**src/rtl/two_ch_acq_ctrl.sv**
```systemverilog
// Two-channel acquisition frame sequencer: clears and arms both samplers, waits for
// their buffers to fill, then streams tagged samples (A then B per index) over valid/ready.
module two_ch_acq_ctrl #(
    parameter int unsigned AW      = 10,
    parameter int unsigned DW      = 14,
    parameter int unsigned RD_LAT  = 1,
    parameter int unsigned CLR_CYC = 2,
    parameter int unsigned TO_W    = 20
) (
    input  logic          clk,
    input  logic          reset,
    input  logic          start,
    input  logic          abort,
    input  logic [AW-1:0] cfg_target_A,
    input  logic [AW-1:0] cfg_target_B,
    output logic          smp_clear,
    output logic [AW-1:0] sample_target_A,
    output logic [AW-1:0] sample_target_B,
    input  logic          done_A,
    input  logic          done_B,
    output logic [AW-1:0] read_index,
    input  logic [DW-1:0] data_out_A,
    input  logic [DW-1:0] data_out_B,
    output logic [15:0]   out_data,
    output logic          out_valid,
    input  logic          out_ready,
    output logic          out_last,
    output logic          busy,
    output logic          frame_done,
    output logic          timeout_err
);
    localparam int unsigned SW = 14;
    localparam int unsigned CW = (TO_W > 8) ? TO_W : 8;
    localparam logic [CW-1:0] TO_LAST  = CW'((64'd1 << TO_W) - 64'd2);
    localparam logic [CW-1:0] CLR_LAST = CW'(CLR_CYC - 1);
    localparam logic [CW-1:0] RD_LAST  = CW'(RD_LAT);

    typedef enum logic [2:0] {
        S_IDLE, S_CLEAR, S_WAIT_DONE, S_RD_ADDR, S_RD_WAIT, S_SEND_A, S_SEND_B
    } state_t;

    state_t        state;
    state_t        state_nxt;
    logic [CW-1:0] cnt;
    logic [AW-1:0] idx;
    logic [AW-1:0] idx_inc;
    logic [AW-1:0] n_idx;
    logic [SW-1:0] hold_b;
    logic          start_ok;
    logic          abort_hit;
    logic          in_a;
    logic          in_b;
    logic          more;
    logic          both_done;
    logic          captured;

    logic          smp_clear_d;
    logic          busy_d;
    logic          out_valid_d;
    logic [15:0]   out_data_d;
    logic          out_last_d;
    logic          frame_done_d;
    logic          timeout_err_d;

    assign start_ok  = start & ~abort;
    assign abort_hit = abort & (state != S_IDLE);
    assign n_idx     = (sample_target_A > sample_target_B) ? sample_target_A : sample_target_B;
    assign idx_inc   = idx + AW'(1);
    assign in_a      = idx < sample_target_A;
    assign in_b      = idx < sample_target_B;
    assign more      = idx_inc < n_idx;
    // A zero-target channel has nothing to collect, so its done flag is irrelevant
    assign both_done = (done_A | (sample_target_A == '0)) & (done_B | (sample_target_B == '0));
    assign captured  = ((state == S_RD_ADDR) || (state == S_RD_WAIT)) && (cnt == RD_LAST);

    // State register
    always_ff @(posedge clk or negedge reset) begin
        if (!reset) state <= S_IDLE;
        else        state <= state_nxt;
    end

    // Next-state logic; empty SEND slots are bypassed so they cost no cycles
    always_comb begin
        state_nxt = state;
        if (abort_hit) begin
            state_nxt = S_IDLE;
        end else begin
            unique case (state)
                S_IDLE:      if (start_ok) state_nxt = S_CLEAR;
                S_CLEAR:     if (cnt == CLR_LAST) state_nxt = S_WAIT_DONE;
                S_WAIT_DONE: begin
                    if (both_done)           state_nxt = (n_idx == '0) ? S_IDLE : S_RD_ADDR;
                    else if (cnt == TO_LAST) state_nxt = S_IDLE;
                end
                S_RD_ADDR, S_RD_WAIT: begin
                    if (captured) state_nxt = in_a ? S_SEND_A : S_SEND_B;
                    else          state_nxt = S_RD_WAIT;
                end
                S_SEND_A: if (out_ready) state_nxt = in_b ? S_SEND_B : (more ? S_RD_ADDR : S_IDLE);
                S_SEND_B: if (out_ready) state_nxt = more ? S_RD_ADDR : S_IDLE;
                default:  state_nxt = S_IDLE;
            endcase
        end
    end

    // Output logic: next values of the registered outputs
    always_comb begin
        smp_clear_d   = (state_nxt == S_IDLE) || (state_nxt == S_CLEAR);
        busy_d        = (state_nxt != S_IDLE);
        out_valid_d   = (state_nxt == S_SEND_A) || (state_nxt == S_SEND_B);
        out_data_d    = out_data;
        out_last_d    = out_last;
        frame_done_d  = 1'b0;
        timeout_err_d = timeout_err;
        if ((state == S_IDLE) && start_ok) timeout_err_d = 1'b0;
        if (!abort_hit) begin
            unique case (state)
                S_WAIT_DONE: begin
                    if (both_done)           frame_done_d  = (n_idx == '0);
                    else if (cnt == TO_LAST) timeout_err_d = 1'b1;
                end
                S_RD_ADDR, S_RD_WAIT: begin
                    if (captured) begin
                        if (in_a) begin
                            out_data_d = {2'b00, SW'(data_out_A)};
                            out_last_d = ~more & ~in_b;
                        end else begin
                            out_data_d = {2'b10, SW'(data_out_B)};
                            out_last_d = ~more;
                        end
                    end
                end
                S_SEND_A: begin
                    if (out_ready) begin
                        if (in_b) begin
                            out_data_d = {2'b10, hold_b};
                            out_last_d = ~more;
                        end else begin
                            frame_done_d = ~more;
                        end
                    end
                end
                S_SEND_B: if (out_ready) frame_done_d = ~more;
                default: ;
            endcase
        end
    end

    // Registered outputs
    always_ff @(posedge clk or negedge reset) begin
        if (!reset) begin
            smp_clear   <= 1'b1;
            busy        <= 1'b0;
            out_valid   <= 1'b0;
            out_data    <= '0;
            out_last    <= 1'b0;
            frame_done  <= 1'b0;
            timeout_err <= 1'b0;
        end else begin
            smp_clear   <= smp_clear_d;
            busy        <= busy_d;
            out_valid   <= out_valid_d;
            out_data    <= out_data_d;
            out_last    <= out_last_d;
            frame_done  <= frame_done_d;
            timeout_err <= timeout_err_d;
        end
    end

    // Datapath: shared phase counter, index, targets and B holding register
    always_ff @(posedge clk or negedge reset) begin
        if (!reset) begin
            cnt             <= '0;
            idx             <= '0;
            hold_b          <= '0;
            read_index      <= '0;
            sample_target_A <= '0;
            sample_target_B <= '0;
        end else begin
            if ((state_nxt != state) && !((state == S_RD_ADDR) && (state_nxt == S_RD_WAIT)))
                cnt <= '0;
            else
                cnt <= cnt + CW'(1);
            if ((state == S_IDLE) && start_ok) begin
                sample_target_A <= cfg_target_A;
                sample_target_B <= cfg_target_B;
            end
            if (captured) hold_b <= SW'(data_out_B);
            if (state_nxt == S_IDLE) begin
                idx        <= '0;
                read_index <= '0;
            end else if ((state_nxt == S_RD_ADDR) && ((state == S_SEND_A) || (state == S_SEND_B))) begin
                idx        <= idx_inc;
                read_index <= idx_inc;
            end
        end
    end

endmodule

```
**config.mk**
```make
export PLATFORM = sky130hd
export DESIGN_NAME = two_ch_acq_ctrl
export DESIGN_NICKNAME = d
export VERILOG_FILES = /design/src/rtl/two_ch_acq_ctrl.sv
export SDC_FILE = /design/constraint.sdc
export NUM_CORES = 1
export LEC_CHECK = 0
export BUFFER_PORTS_ARGS = -buffer_cell sky130_fd_sc_hd__buf_4
export CORE_MARGIN = 4
export CORE_UTILIZATION = 53
export DETAILED_ROUTE_END_ITERATION = 7
export GPL_TIMING_DRIVEN = 0
export PLACE_DENSITY_LB_ADDON = 0.3
export REMOVE_ABC_BUFFERS = 1
export SLEW_MARGIN = 20
export SYNTH_ARGS = -nofsm -noshare
export SYNTH_HDL_FRONTEND = slang
export SYNTH_SLANG_ARGS = --single-unit
```
**constraint.sdc**
```tcl
create_clock -name clk -period 5.4 [get_ports clk]
set_clock_uncertainty 0.15 [all_clocks]
set_input_delay 0 -clock clk [delete_from_list [all_inputs] [get_ports clk]]
set_output_delay 0 -clock clk [all_outputs]
set_load 0.03 [all_outputs]
```
; ---- After elaboration in Yosys (flattened, before gate mapping)
; Cells that the tools add are included.
[word_totals]
ff_bits = 89
out_inout_bits = 52
[op_classes]
n_addsub = 2
magnitude_cmp = 4
n_eq_ne = 17
n_mux = 38
bitwise = 10
n_reduce_logical = 21
[op_table]
columns = op, count
row1 = $mux W16, 4
row2 = $pmux W16 S2, 1
row3 = $logic_not A10 Y1, 3
row4 = $lt A10 B10 Y1, 3
row5 = $mux W10, 3
row6 = $mux W3, 8
row7 = $add A20 B1 Y20 const B, 1
row8 = $eq A20 B1 Y1 const B, 1
row9 = $eq A20 B20 Y1 const B, 1
row10 = $mux W20, 1
row11 = $eq A3 B3 Y1 const B, 6
row12 = $pmux W3 S6, 1
row13 = $mux W1, 14
row14 = $add A10 B1 Y10 const B, 1
row15 = $gt A10 B10 Y1, 1
row16 = $eq A3 B2 Y1 const B, 3
row17 = $mux W2, 4
row18 = $eq A3 B1 Y1 const B, 2
row19 = $logic_not A3 Y1, 2
row20 = $ne A2 B2 Y1 const B, 3
row21 = $reduce_bool A3 Y1, 2
row22 = $logic_and A1 B1 Y1, 5
row23 = $reduce_and A5 Y1, 1
row24 = $and A1 B1 Y1, 4
row25 = 9 further kinds, 17

; ---- Logic depth before layout (Yosys ltp)
; Gate-level depths: netlist (run 1).
[depth]
depth_word = 13
ltp_mapped = 20
depth_no_buf = 18

; ---- Worst setup path after synthesis (run 1)
; OpenSTA, ideal clock, no wires.
[synth_timing]
path_type = reg-to-reg
startpoint = register sample_target_B[7]
endpoint = register cnt[0]
setup_time_ns = 0.073
arrival_time_ns = 4.519
required_time_ns = 5.177
setup_slack_ns = 0.657
stages_incl_launch_ff = 20
path_buffers = 2
cell_sequence = dfrtp_1 -> inv_1 -> ha_1 -> nand4_1 -> a211oi_2 -> nor3_1 -> nor2_1 -> clkbuf_1 -> a21oi_1 -> ha_1 -> and4_1 -> nand4b_1 -> or4_1 -> o21ai_1 -> nor2_2 -> a31oi_4 -> a21oi_1 -> or3_1 -> buf_6 -> a21oi_2
[synth_via]
elab_chain_len = 13
elab_cells_between_ends = 22
cone_classes = 3 x order compare / 2 x eq/ne / 10 x mux / 2 x bitwise / 5 x reduce/logical
[synth_lines]
columns = item, line
row1 = start: declaration, 18  ; output logic [AW-1:0] sample_target_B,
row2 = start signal: assignment, 186  ; sample_target_B <= cfg_target_B;
row3 = $gt A10 B10 Y1, 67  ; assign n_idx = (sample_target_A > sample_target_B) ? sample_target_A : sample_target_B;
row4 = $mux W10, 67
row5 = $lt A10 B10 Y1, 71  ; assign more = idx_inc < n_idx;
row6 = $mux W2, "99, 100"
row7 = $mux W3 (2 in series), 99  ; S_SEND_A: if (out_ready) state_nxt = in_b ? S_SEND_B : (more ? S_RD_ADDR : S_IDLE);
row8 = $pmux W3 S6 (*), 88  ; unique case (state)
row9 = $mux W3 (*), 85  ; if (abort_hit) begin
row10 = named net state_nxt[0], 43  ; state_t state_nxt;
row11 = $eq A3 B3 Y1, 180  ; if ((state_nxt != state) && !((state == S_RD_ADDR) && (state_nxt == S_RD_WAIT)))
row12 = $logic_and A1 B1 Y1, 180
row13 = $logic_not A1 Y1, 180
row14 = $logic_and A1 B1 Y1 (*), 180
row15 = $mux W20 (*), 180
row16 = end signal: assignment, 183  ; cnt <= cnt + CW'(1);
row17 = end: declaration, 44  ; logic [CW-1:0] cnt;
; The timed path passes the listed nets; every way through them passes the cells marked *.
; A chain may end at the register's enable or synchronous reset.

; ---- Worst setup path after layout (run 1)
[layout_timing]
startpoint = register sample_target_B[7]
endpoint = register idx[5]
[layout_via]
elab_chain_len = 11
elab_cells_between_ends = 21
cone_classes = 3 x order compare / 1 x eq/ne / 10 x mux / 2 x bitwise / 5 x reduce/logical
[layout_lines]
columns = item, line
row1 = $gt A10 B10 Y1, 67
row2 = $mux W10, 67
row3 = $lt A10 B10 Y1, 71
row4 = $mux W2, "99, 100"
row5 = $mux W3 (2 in series), 99
row6 = $pmux W3 S6 (*), 88
row7 = $mux W3 (*), 85
row8 = $eq A3 B2 Y1, 192  ; end else if ((state_nxt == S_RD_ADDR) && ((state == S_SEND_A) || (state == S_SEND_B))) begin
row9 = $logic_and A1 B1 Y1, 192
row10 = $reduce_bool A2 Y1 (no source line), --
row11 = end signal: assignment, 193  ; idx <= idx_inc;
row12 = end: declaration, 45  ; logic [AW-1:0] idx;
; Every way passes the cells marked *; elsewhere a longest branch is shown, timed or not.

==> results of run 1 <==
-- through the flow --
stage / area (um^2) / power [mW] / cells
floorplan: 5620 / 2.33 / 568
global placement: 6570 / 2.86 / 809
detailed placement: 6620 / 2.95 / 811
CTS: 7380 / 3.56 / 878
global route: 7440 / 3.87 / 879
finish: 7440 / 3.62 / 879
-- how the worst max path moves through the flow --
stage               endpoint  cells past startpoint  slack (ns)               start
floorplan             cnt[0]                     17        0.33  sample_target_B[7]
global placement      idx[5]                     11       -0.91  sample_target_A[8]
detailed placement    cnt[3]                     17       -0.37  sample_target_B[7]
CTS                   cnt[2]                     17        0.08  sample_target_B[7]
global route          idx[6]                     18       0.001  sample_target_B[7]
finish                idx[5]                     17        0.37  sample_target_B[7]
-- power groups by stage --
stage	clock (mW)	combinational (mW)	sequential, mW
CTS	0.573	1.88	1.10
detailed placement	0	1.84	1.11
global route	0.603	2.12	1.14
finish	0.562	1.94	1.12
global placement	0	1.76	1.10
floorplan	0	1.01	1.33
-- sequential cells by signal (all words and copies together) (netlist names), 3 cells and up --
register,flops
cnt,20
sample_target_A,10
out_data,15
state,3
hold_b,14
idx,10
sample_target_B,10
-- layout make-up --
cell class	instances	area (um^2)	area share [%]
Clock inverter	6	115	1.55
Multi-Input combinational cell	451	3370	45.3
Clock buffer	10	128	1.72
Inverter	29	109	1.46
Tap cell	136	170	2.29
Timing Repair Buffer	159	1340	18.1
Sequential cell	88	2200	29.6
-- per-layer routing --
layer	share of wire (%)	vias up	wire length [um]
met5	0	-	0
met4	3.2	0	513
met3	4.8	46	762
met2	51	140	8100
met1	41	2533	6430
li1	-	2458	-
-- tightest hold or removal path: cells and delay by family --
kind	cells	cell delay, ns
and+or+nand+nor	1	0.08
AOI/OAI and AO/OA	2	0.40
buffers and inverters	1	0.08
-- cells in the mapped netlist (all sizes together) (11+ instances only) --
library cell	instances	area [um^2]
o21ai	34	170
nand3	18	90.1
clkbuf	14	52.6
nor2	45	174
buf	15	95.1
dfrtp	87	2180
inv	28	105
xor2	19	166
a21oi	62	389
nand2	51	191
mux2	34	383
ha	41	513
mux2i	15	150
nand4	11	68.8
nor3	12	65.1
-- cells by family after synthesis --
group / after synthesis
DFF: 88
AOI/OAI and AO/OA: 154
xor gates and xnor gates: 26
muxes: 49
and+or+nand+nor: 180
buffers and inverters: 58
adders and majority gates: 41
other: 1
-- repair_timing --
action	CTS	global route
resized for setup	3	6
hold endpoints to repair	141	0
gates cloned	0	0
hold buffers	51	0
setup endpoints to repair	28	30
==> reports/results.ini, run 1 <==
[routing]
antenna_left=0
drc=0
wire_per_inst_um=18.0
wl_um=15800
vias_per_cell=5.89
first_pass_iters=5
drtIter0Drc=440
dr_total_vias=5177

[hold_path]
worstHoldStart=done_A
hold_path_depth=4
min_path_type=in2reg
hold_end=timeout_err

[power]
seqPwrFrac_pct=30.8
combinationalPowerShare_pct=53.7
vdd_drop_max_uv=325
internal-power_mw=1.93
p_switching_mw=1.70
switching_share_pct=46.8
p_leak_nw=3.43
clkPwrFrac_pct=15.5
power_density_mw_per_mm2=487

[global_routing]
gr-max-usage-layer=met2
met1_usage_pct=30.3
grt_pass1_wl_um=25800
antenna_found_initial=0
grtUsageMet3_pct=4.74
grt_max_degree=89
grtUsageTotal_pct=25.0
gr-total-overflow=0
grt_util_met2_pct=43.6
grt_pass1_vias=5347

[floorplanning]
rows=37
die-area_mm2=0.0126
start_util_pct=55.1
pin_count=107
die_h_um=112
core_area_mm2=0.0105
chipWidth_um=112

[synthesis]
synthMuxAreaShare_pct=9.25
synthAdderAreaFrac_pct=8.90
async_flop_share_pct=100
synth_compound_area_share_pct=19.1
synth_area_per_cell_um2=9.65
synth_top_family_by_area=compound AO/OA/AOI/OAI gates
synth_xor_area_share_pct=3.95
synthDistinctLibCells=70
ys_seq_area_share_pct=38.2
ys_seq_elements=88
yosysWarnings=0
synth_edf_count=0
synth-simple-area-share_pct=16.1
synthesis.area_mm2=0.00576
syn_inst=597
synth-main-ff-cell=dfrtp_1

[worst_setup_path]
arrival_ns=5.12
r2r_end=idx[5]
reg2reg_from=sample_target_B[7]
start_kind=flop
endpoint_kind=flop
path_buf_inv=1
max_stage_delay_ns=0.56
cp.required_ns=5.50
cp_top_family=compound AO/OA/AOI/OAI gates
path_class=reg2reg
slowest_stage=a211oi_4
r2r_cells=17
cpMostUsedCell=a21oi_1
reg2reg_slack_ns=0.37
crit_fanout=18
cp_cell_sequence=inv_1 > ha_1 > a21oi_1 > o21ai_1 > o21ai_1 > nor2_4 > nor2_1 > a21oi_1 > ha_1 > and4_1 > a21oi_1 > o311ai_2 > nor2_2 > a31oi_4 > a211oi_4 > and2_1 > a311oi_2

[cts]
htreeDepth=3
cts_root_buffer=clkbuf_8
cts_buffers=9
cts.sink_count=88
postCtsSetupRepairBufs=0
clock_path_buffers=2
path_clk_slew_ns=0.09
cts_tree=done
clock_latency_ns=0.37

[sta]
fin_ws_ns=0.373
rsz0062_at_grt=no
timing.final.crit_share_pct=93.1
setup-violations-final=0
fmax_mhz=199
relSlewSlack_pct=42.5
slew_viol_final=0
max_slew.worst_pin.slew_ns=0.861
hold_viol_final=0
fin_crit_ns=5.03
tns_ns=0
holdWs_ns=0.0801

[run]
maxCapViolations=0

[run_status]
status=finished, final reports clean

[layout]
fin_nets=834
drive_above_1_share_pct=27.9
n_antenna_cell=0
layout_common_cells=buf_4, dfrtp_1, nand2_1, dlygate4sd3_1
fill_cells=789
synthToLayoutAreaGrowth_pct=29.1
final_util_pct=71.1
final_common_cell=buf_4

[place]
io_buffer_count=105
post-place-ws_ns=-0.373
place_congestion=0.863
dpl.hpwl_um=10600

(Power assumes the default switching activity.)
==> run 2, diff against run 1 <==
MAX_ROUTING_LAYER = met4   (was unset)
==> run 2 against run 1 <==
- register-to-register slack lost 0.07 ns
- combinational power about the same
- maximum frequency is 1.3% lower
- first-iteration DRC count decreased by 18%
- core utilization decreased by 0.42 points
- global-route usage hardly changed
- critical endpoint unchanged
- largest power group unchanged
==> reports/results.ini, run 2 (synthesized netlist as in run 1, its figures left out) <==
[run_status]
status=finished, final reports clean

[routing]
wire_per_inst_um=17.3  ; -4.0%
drc=0  ; unchanged
dr_total_vias=5199  ; +0.42%
wl_um=15200  ; -4.0%
first_pass_iters=8  ; +3
drtIter0Drc=363  ; -18%
vias_per_cell=5.91  ; +0.42%
antenna_left=0  ; unchanged

[sta]
setup-violations-final=0  ; unchanged
timing.final.crit_share_pct=94.3  ; +1.2 points
holdWs_ns=0.0718  ; -0.00822 ns
max_slew.worst_pin.slew_ns=0.876  ; +0.0156 ns
hold_viol_final=0  ; unchanged
tns_ns=0  ; unchanged
slew_viol_final=0  ; unchanged
rsz0062_at_grt=yes
fin_crit_ns=5.09  ; +0.0657 ns
fin_ws_ns=0.308  ; -0.0657 ns
relSlewSlack_pct=41.4  ; -1.0 points
fmax_mhz=196  ; -1.3%

[global_routing]
grt_pass1_wl_um=25000  ; -3.2%
grt_max_degree=89  ; unchanged
grt_pass1_vias=5179  ; -3.1%
antenna_found_initial=0  ; unchanged
grtUsageTotal_pct=25.0  ; +0.041 points
gr-total-overflow=0  ; unchanged

[floorplanning]
die-area_mm2=0.0126  ; unchanged
rows=37  ; unchanged
chipWidth_um=112  ; unchanged
pin_count=107  ; unchanged
start_util_pct=55.1  ; unchanged
core_area_mm2=0.0105  ; unchanged
die_h_um=112  ; unchanged

[cts]
cts_root_buffer=clkbuf_8
clock_path_buffers=2  ; unchanged
clock_latency_ns=0.38  ; about the same
cts_tree=done
cts.sink_count=88  ; unchanged
cts_buffers=9  ; unchanged
path_clk_slew_ns=0.09  ; about the same
htreeDepth=3  ; unchanged

[layout]
multi_input_area_mm2=0.00337  ; unchanged
largest_reg_flops=20  ; unchanged
fill_cells=793  ; +0.51%
final_common_cell=buf_4
synthToLayoutAreaGrowth_pct=28.4
register_area_mm2=0.00220  ; unchanged
largest_registers=cnt x20, out_data x15, hold_b x14
design_area_mm2=0.00740  ; -0.59%
final_util_pct=70.7  ; -0.42 points
layout_common_cells=buf_4, dfrtp_1, nand2_1, dlygate4sd3_1
instances_no_fill=879  ; unchanged
top_register=cnt
fin_nets=834  ; unchanged
drive_above_1_share_pct=27.8  ; -0.097 points

[power]
p_leak_nw=3.40  ; -0.79%
power_mw=3.50  ; -3.3%
vdd_drop_max_uv=352  ; +8.3%
power_density_mw_per_mm2=474  ; -2.7%

[worst_setup_path]
start_kind=flop
path_class=reg2reg
arrival_ns=5.19  ; +0.07 ns
cp.required_ns=5.49  ; about the same
crit_fanout=18  ; unchanged
r2r_cells=17  ; unchanged
endpoint_kind=flop

[place]
dpl.hpwl_um=10500  ; -0.82%
place_congestion=0.879  ; +1.8%
place_area_mm2=0.00662  ; unchanged
post-place-ws_ns=-0.415  ; -0.0421 ns
dp_cells=811  ; unchanged
io_buffer_count=105  ; unchanged

[hold_path]
min_path_type=in2reg
hold_path_depth=4  ; unchanged

[run]
maxCapViolations=0  ; unchanged

run 2: cell count changes in the layout (fill, tap and decap cells not counted), sizes merged:
| cell | change |
|---|---|
| inv | -2 |
| clkinv | +1 |
| clkinvlp | +1 |
| bufinv | -2 |
| clkbuf | +1 |
| diode | +1 |
run 2: final cells by class:
cell class                 count  share of cell area (%)
timing repair buffer         159                    18.2
inverter                      29                    1.47
clock inverter                 4                   0.744
antenna                        1                  0.0338
sequential                    88                    29.8
clock buffer                  11                    1.91
tap                          136                    2.30
multi-input combinational    451                    45.6
run 2: report_power, final:
part           internal (mW)  total, mW  switching (mW)  leakage [nW]
clock network          0.226      0.471           0.245        0.0956
registers              0.868       1.11           0.241          1.12
logic                  0.743       1.93            1.18          2.18
total                   1.84       3.50            1.67          3.40
run 2: worst max-delay path, cell delays in order (launching register included):
cell,delay (ns)
dfrtp_1,0.45
inv_1,0.14
ha_1,0.34
a21oi_1,0.07
o21ai_1,0.41
o21ai_1,0.24
nor2_4,0.34
nor2_1,0.07
a21oi_1,0.16
ha_1,0.27
and4_1,0.28
a21oi_1,0.28
o311ai_2,0.19
nor2_2,0.27
a31oi_4,0.18
a211oi_4,0.56
and2_1,0.39
a311oi_2,0.15
run 2: what timing repair did:
| action | 4_1_cts | 5_1_grt |
|---|---|---|
| hold buffers | 51 | 0 |
| gates resized for setup | 3 | 6 |
| setup buffers | 0 | 0 |
| setup endpoints to repair | 29 | 30 |
| endpoints found under the hold margin | 141 | 0 |
run 2: final timing paths:
path | startpoint | endpoint | slack (ns)
worst max-delay path | sample_target_B[7] | idx[5] | 0.31
worst min-delay path | done_A | timeout_err | 0.07
worst max register to register | sample_target_B[7] | idx[5] | 0.31
worst min register to register | out_data[5] | out_data[5] | 0.34
max in group asynchronous | reset | cnt[7] | 4.43
min in group asynchronous | reset | sample_target_B[6] | 0.09
run 2: per-layer routing:
layer	GRT usage, %	vias to the layer above	part of all wire, %
li1	-	2460	-
met1	29.5	2538	41
met2	42.6	172	52
met3	3.88	29	5.2
met4	10.4	0	2.2
met5	-	-	0
